**config.mk**
```make
export PLATFORM = sky130hd
export DESIGN_NAME = uart_tx_cfg
export DESIGN_NICKNAME = d
export VERILOG_FILES = /design/src/rtl/uart_tx_cfg.sv
export SDC_FILE = /design/constraint.sdc
export NUM_CORES = 1
export LEC_CHECK = 0
export CAP_MARGIN = 20
export CORE_MARGIN = 5
export CORE_UTILIZATION = 45
export DETAILED_ROUTE_END_ITERATION = 8
export PLACE_DENSITY = 0.71
export SLEW_MARGIN = 20
export SYNTH_ARGS = -nofsm -noshare
export SYNTH_HDL_FRONTEND = slang
export SYNTH_SLANG_ARGS = --single-unit
```
**constraint.sdc**
```tcl
create_clock -name clk -period 2.8 [get_ports clk]
set_clock_uncertainty 0.2 [all_clocks]
set_input_delay 0.56 -clock clk [delete_from_list [all_inputs] [get_ports clk]]
set_output_delay 0.56 -clock clk [all_outputs]
set_load 0.005 [all_outputs]
```
**src/rtl/uart_tx_cfg.sv**
```systemverilog
// Parametrised UART transmitter: start bit, DATA_BITS LSB-first, optional parity, 1-2 stop bits.
// One frame per accepted start; tx/busy/done are registered and change on the acceptance edge.
module uart_tx_cfg #(
  parameter int CLKS_PER_BIT = 16,
  parameter int DATA_BITS    = 8,
  parameter int PARITY       = 0,
  parameter int STOP_BITS    = 1
) (
  input  logic                 clk,
  input  logic                 rst,
  input  logic                 start,
  input  logic [DATA_BITS-1:0] data_in,
  output logic                 tx,
  output logic                 busy,
  output logic                 done
);

  localparam int CNT_W = (CLKS_PER_BIT > 1) ? $clog2(CLKS_PER_BIT) : 1;
  localparam logic [CNT_W-1:0] CNT_MAX   = CNT_W'(CLKS_PER_BIT - 1);
  localparam logic [3:0]       LAST_DATA = 4'(DATA_BITS - 1);
  localparam logic [3:0]       LAST_STOP = 4'(STOP_BITS - 1);
  localparam bit               PAR_EN    = (PARITY != 0);
  localparam bit               PAR_ODD   = (PARITY == 2);

  if (CLKS_PER_BIT < 1) begin : g_bad_cpb
    $error("uart_tx_cfg: CLKS_PER_BIT must be >= 1");
  end
  if (DATA_BITS < 5 || DATA_BITS > 9) begin : g_bad_data
    $error("uart_tx_cfg: DATA_BITS must be in 5..9");
  end
  if (PARITY < 0 || PARITY > 2) begin : g_bad_par
    $error("uart_tx_cfg: PARITY must be 0, 1 or 2");
  end
  if (STOP_BITS != 1 && STOP_BITS != 2) begin : g_bad_stop
    $error("uart_tx_cfg: STOP_BITS must be 1 or 2");
  end

  typedef enum logic [2:0] {
    S_IDLE,
    S_START,
    S_DATA,
    S_PAR,
    S_STOP
  } state_t;

  state_t               state_q, state_d;
  logic [CNT_W-1:0]     cnt_q, cnt_d;
  logic [3:0]           idx_q, idx_d;
  logic [DATA_BITS-1:0] shreg_q, shreg_d;
  logic                 par_q, par_d;
  logic                 tx_q, tx_d;
  logic                 busy_q, busy_d;
  logic                 done_q, done_d;
  logic                 bit_end;

  assign bit_end = (cnt_q == CNT_MAX);

  always_comb begin
    state_d = state_q;
    cnt_d   = cnt_q;
    idx_d   = idx_q;
    shreg_d = shreg_q;
    par_d   = par_q;
    done_d  = 1'b0;

    if (state_q != S_IDLE) begin
      cnt_d = bit_end ? '0 : cnt_q + 1'b1;
    end

    case (state_q)
      S_IDLE: begin
        cnt_d = '0;
        idx_d = '0;
        if (start) begin
          shreg_d = data_in;
          par_d   = PAR_ODD ? ~(^data_in) : ^data_in;
          state_d = S_START;
        end
      end
      S_START: begin
        if (bit_end) begin
          state_d = S_DATA;
          idx_d   = '0;
        end
      end
      S_DATA: begin
        if (bit_end) begin
          shreg_d = shreg_q >> 1;
          if (idx_q == LAST_DATA) begin
            idx_d   = '0;
            state_d = PAR_EN ? S_PAR : S_STOP;
          end else begin
            idx_d = idx_q + 4'd1;
          end
        end
      end
      S_PAR: begin
        if (bit_end) begin
          state_d = S_STOP;
          idx_d   = '0;
        end
      end
      S_STOP: begin
        // idx counts stop bits here so two stop bits reuse the same baud counter
        if (bit_end) begin
          if (idx_q == LAST_STOP) begin
            state_d = S_IDLE;
            idx_d   = '0;
            done_d  = 1'b1;
          end else begin
            idx_d = idx_q + 4'd1;
          end
        end
      end
      default: begin
        state_d = S_IDLE;
        cnt_d   = '0;
        idx_d   = '0;
      end
    endcase

    // outputs are decoded from the next state so the line moves on the same edge as the FSM
    case (state_d)
      S_START: tx_d = 1'b0;
      S_DATA:  tx_d = shreg_d[0];
      S_PAR:   tx_d = par_d;
      default: tx_d = 1'b1;
    endcase
    busy_d = (state_d != S_IDLE);
  end

  always_ff @(posedge clk) begin
    if (rst) begin
      state_q <= S_IDLE;
      cnt_q   <= '0;
      idx_q   <= '0;
      shreg_q <= '0;
      par_q   <= 1'b0;
      tx_q    <= 1'b1;
      busy_q  <= 1'b0;
      done_q  <= 1'b0;
    end else begin
      state_q <= state_d;
      cnt_q   <= cnt_d;
      idx_q   <= idx_d;
      shreg_q <= shreg_d;
      par_q   <= par_d;
      tx_q    <= tx_d;
      busy_q  <= busy_d;
      done_q  <= done_d;
    end
  end

  assign tx   = tx_q;
  assign busy = busy_q;
  assign done = done_q;

endmodule
```
Yosys cells after proc, flatten, opt, wreduce, memory -nomap -nowiden. Cells that the tools add are included.

Add/sub/neg operators: 2. Multiply operators: 0. Divide/modulo/power cells: 0. $lt $le $gt $ge: 0. Equal/unequal tests: 13. Shift-type cells: 0. Muxes and demuxes: 22. Bitwise gates (word level): 3. Reduce and logical (&&, ||, !) cells: 12.

Operators by type and width (count): 4-bit two-way mux (6); 3-bit two-way mux (7); 8-bit two-way mux (2); 8-bit one-hot mux with 2 select lines (1); 3-bit one-hot mux with 5 select lines (1); 3-bit by 2-bit equality test with 1-bit output (second input constant) (4); 4-bit one-hot mux with 3 select lines (1); 4-bit by 1-bit adder with 4-bit output (second input constant) (2); 8-bit XOR reduction (1); 3-bit by 1-bit equality test with 1-bit output (second input constant) (2); 2-bit inequality test (second input constant) (3); 3-bit AND reduction (2); 3-bit nonzero test (2); 4-bit by 3-bit equality test with 1-bit output (second input constant) (1); 4-bit equality test (second input constant) (1); 4-bit zero test (1); 2-bit OR reduction (2); 4-bit OR reduction (1); 3-bit equality test (second input constant) (1); 3-bit zero test (1); 1-bit two-way mux (3); 1-bit inverter (3); 1-bit one-hot mux with 3 select lines (1); 3-bit OR reduction (1); other kinds (2) (2).

Register bits after elaboration: 23. Latch bits: 0. Bits in writable memories: 0. Memory bits (read-only): 0. Input port bits: 11. Output and inout bits: 3. Word-level logic and storage cells: 61. Memories: 0.

Depth between registers and ports, before layout.
Depth in word-level cells: 6. Mapped depth: 7. Mapped depth without buffers: 6.

Least setup slack after synthesis. OpenSTA, ideal clock, no wires.

Path type: flip-flop to flip-flop. Start point: register cnt_q[0]. End point: register shreg_q[7]. Arrival: 1.585 ns. Path slack: 0.945 ns. Cell stages (with the launch flop): 8. Clock period less this slack: 1.855 ns. Cells stage by stage: dfxtp_1 > ha_1 > and3_4 > buf_6 > and3_4 > buf_6 > or3b_1 > a21oi_1.

Cells in the longest elaborated chain, start to end: 3.

RTL lines: start, declared (RTL line 47) `logic [CNT_W-1:0] cnt_q, cnt_d;`; start signal, assigned (RTL line 144) `cnt_q <= cnt_d;`; 4-bit equality test (RTL line 56) `assign bit_end = (cnt_q == CNT_MAX);`; 2-bit inequality test (no source line); 3-bit AND reduction (no source line); end signal, assigned (RTL line 146) `shreg_q <= shreg_d;`; end, declared (RTL line 49) `logic [DATA_BITS-1:0] shreg_q, shreg_d;`.

No other way between the ends. A chain may end at the register's enable or synchronous reset.

Worst setup path in the final report.
Start point: input port start. End point: register tx_q, in the netlist tx.

Cells in the longest elaborated chain, start to end: 4. Elaborated cells between the ends (all ways): 10. Those cells by class: eq/ne (3); mux (7).

RTL lines: start, declared (RTL line 11) `input logic start,`; 3-bit two-way mux (RTL line 74) `if (start) begin`; 3-bit one-hot mux with 5 select lines (RTL line 70) `case (state_q)`; 3-bit by 2-bit equality test with 1-bit output or 3-bit by 1-bit equality test with 1-bit output (tied branches) (RTL line 123) `case (state_d)`; 1-bit one-hot mux with 3 select lines * (RTL line 123); end signal, assigned (RTL line 148) `tx_q <= tx_d;`; end, declared (RTL line 51) `logic tx_q, tx_d;`.

Mark *: on every way between the ends. The rest lies on a longest branch, timed or not. The select of a mux whose other input is x is not followed.

==> results.py <==
metrics = {
    "cells_and_area": {
        "drive_gt1_frac": 0.06803,
        "diodes": 0,
        "layout_commonest_cell": "dfxtp_1",
        "syn2layout_area_growth_pct": 13.60,
        "design_area_sq_um": 1338,
        "final_cell_mix": "dfxtp_1, a21oi_1, nand2_1, clkdlybuf4s50_1, nor2_1",
        "final_nets": 162,
    },
    "route": {
        "wl_mm": 2.311,
        "firstDrtPassIters": 4,
        "dr_total_vias": 949,
        "drt-vias-per-instance": 5.362,
        "drc": 0,
        "drtAntennaViolNets": 0,
        "drt_iter0_drc": 30,
        "drt-wirelength-per-cell_um": 13.06,
    },
    "die": {
        "num_rows": 18,
        "initial_utilization": 0.4710,
        "core_area_sq_um": 2500,
        "num_io_pins": 14,
        "dieArea_sq_um": 3739,
        "chipHeight_um": 61.15,
        "chipWidth_um": 61.15,
    },
    "synthesis": {
        "synth_edf_count": 0,
        "synth_mux_area_frac": 0.009564,
        "synth-compound-area-share": 0.2009,
        "async_flop_share": 0,
        "synth_xor_area_frac": 0.05951,
        "synth_top_family_by_area": "simple AND/OR/NAND/NOR gates",
        "ys_ff_latch": 23,
        "synthSimpleGateAreaFrac": 0.2391,
        "syn_inst": 136,
        "yosys_warnings": 0,
        "synthTopCellsByArea": "dfxtp_1, a21oi_1, xnor2_1",
        "synth-seq-area-share": 0.3911,
        "syn_area_sq_um": 1177,
        "syn_avg_cell_area_sq_um": 8.657,
        "synth_ff_type": "dfxtp_1",
        "synthAdderAreaFrac": 0.03188,
        "syn_nets": 150,
        "yosysTopAreaCellShare": 0.3911,
        "yosys.area.top_type": "dfxtp_1",
        "synth.distinct_cells": 36,
    },
    "critical_path": {
        "critPathArrivalTime_ps": 2050,
        "crit_chain": "clkdlybuf4s50_1, nor4b_4, a21oi_1, and3_1, a2111o_1",
        "crit_family": "simple AND/OR/NAND/NOR gates",
        "worstPathRequired_ps": 2800,
        "crit_buf_inv": 1,
        "critPathMaxStageDelay_ps": 480,
        "critPathCaptureType": "flip-flop",
        "critPathSlowestCell": "clkdlybuf4s50_1",
        "path_max_fanout": 5,
        "worstSetupPathType": "in2reg",
        "cp-start-kind": "primary input",
    },
    "clock_network": {
        "cts_hold_buf": 0,
        "post_cts_buffers": 0,
        "clkLatencyLatePin_ps": 310,
        "clockBufferDepth": 2,
        "cts-root-buf": "clkbuf_4",
        "cts_tree": "built",
        "cts-resized-gates": 0,
        "cts_made_buffers": 3,
        "h-tree-depth": 1,
        "clk_pin_slew_ps": 120,
        "cts.sink_count": 23,
    },
    "sta": {
        "max_slew_margin": 0.6497,
        "hold_slack_ps": 262.9,
        "rsz0062_at_grt": "false",
        "setup_tns_ps": 0,
        "hold_viol": 0,
        "worstMarginPinSlew_ps": 523.9,
        "fmax_mhz": 487.8,
        "post-route-min-period_ps": 2050,
        "setup_viol": 0,
        "drv_slew": 0,
        "finalCritPeriodShare": 0.7321,
    },
    "placement": {
        "io_buffers": 13,
        "gp_congestion": 0.8700,
        "dpl_cell_area_sq_um": 1310,
        "place_hpwl_mm": 1.702,
    },
    "global_routing": {
        "first_global_vias": 921,
        "grt_usage": 0.1362,
        "antenna_found_initial": 0,
        "grt_pass1_wl_mm": 3.864,
        "grt_max_degree": 16,
        "overflow": 0,
    },
    "power_and_ir_drop": {
        "total_power_w": 0.0006132,
        "leakage_nw": 0.4495,
        "ir_drop_mv": 0.3798,
        "power_density_nw_per_um2": 458.5,
    },
    "run": {
        "drv_cap": 0,
    },
    "hold_path": {
        "min_path_type": "reg2reg",
    },
    "status": {
        "outcome": "finished, final reports clean",
    },
}
cells in the mapped netlist, drive strengths merged, types with 4 or more instances:
| cell type | n |
|---|---|
| dfxtp | 23 |
| nor2b | 4 |
| xnor2 | 8 |
| nor2 | 11 |
| and3 | 4 |
| a21oi | 15 |
| nand3 | 4 |
| buf | 6 |
| inv | 8 |
| a22oi | 6 |
| nand2 | 13 |
final cells by class:
type                            count  area (sq um)
Clock buffer                        3         22.52
Inverter                            8         30.03
Multi-Input combinational cell     97         636.9
Clock inverter                      1         5.005
Timing Repair Buffer               15         145.1
Fill cell                         232          1162
Sequential cell                    23         460.4
Tap cell                           30         37.54
stage by stage:
step,setup slack (ps),utilization,cells
2_1_floorplan,944.9,-,136
3_3_place_gp,523.7,0.5240,173
3_5_place_dp,411.3,0.5240,173
4_1_cts,741.1,0.5350,177
5_1_grt,685.8,0.5350,177
6_report,750.1,0.5350,177
sequential cells by signal (all words and copies together) (netlist names):
name     count
par_q        1
tx           1
cnt_q        4
idx_q        4
shreg_q      8
done         1
busy         1
state_q      3
worst min-delay path, delay by kind of cell (launching register included):
kind            cells  cell delay (ps)
simple gates        1               50
compound gates      1               50
flops               1              330
logic make-up after synthesis:
family                   Yosys count
AND/OR/NAND/NOR                   49
adder cells (fa/ha/maj)            3
flip-flops                        23
XOR/XNOR                           8
buffers and inverters             16
AO/OA/AOI/OAI                     36
multiplexers                       1
routing by layer:
layer | GRT usage | wire [um] | up-vias
met2 | 0.2054 | 1002 | 21
li1 | - | - | 504
met5 | 0 | 0 | -
met3 | 0.04822 | 121 | 2
met1 | 0.1818 | 1170 | 422
met4 | 0.04334 | 17 | 0
final timing paths:
path | slack, ps | depth (start not counted) | to | startpoint
hold reg to reg | 260 | 2 | shreg_q[3] | shreg_q[3]
setup / recovery | 750 | 5 | tx | start
hold / removal | 260 | 2 | shreg_q[3] | shreg_q[3]
setup reg to reg | 810 | 5 | tx | cnt_q[0]
power breakdown:
group / internal (W) / switching (W) / total [W]
Combinational: 0.0000579 / 0.0000497 / 0.000108
Sequential: 0.000345 / 0.0000122 / 0.000357
Clock: 0.0000534 / 0.0000951 / 0.000149
Total: 0.000456 / 0.000157 / 0.000613
No activity file was read; power rests on OpenSTA's default activity.
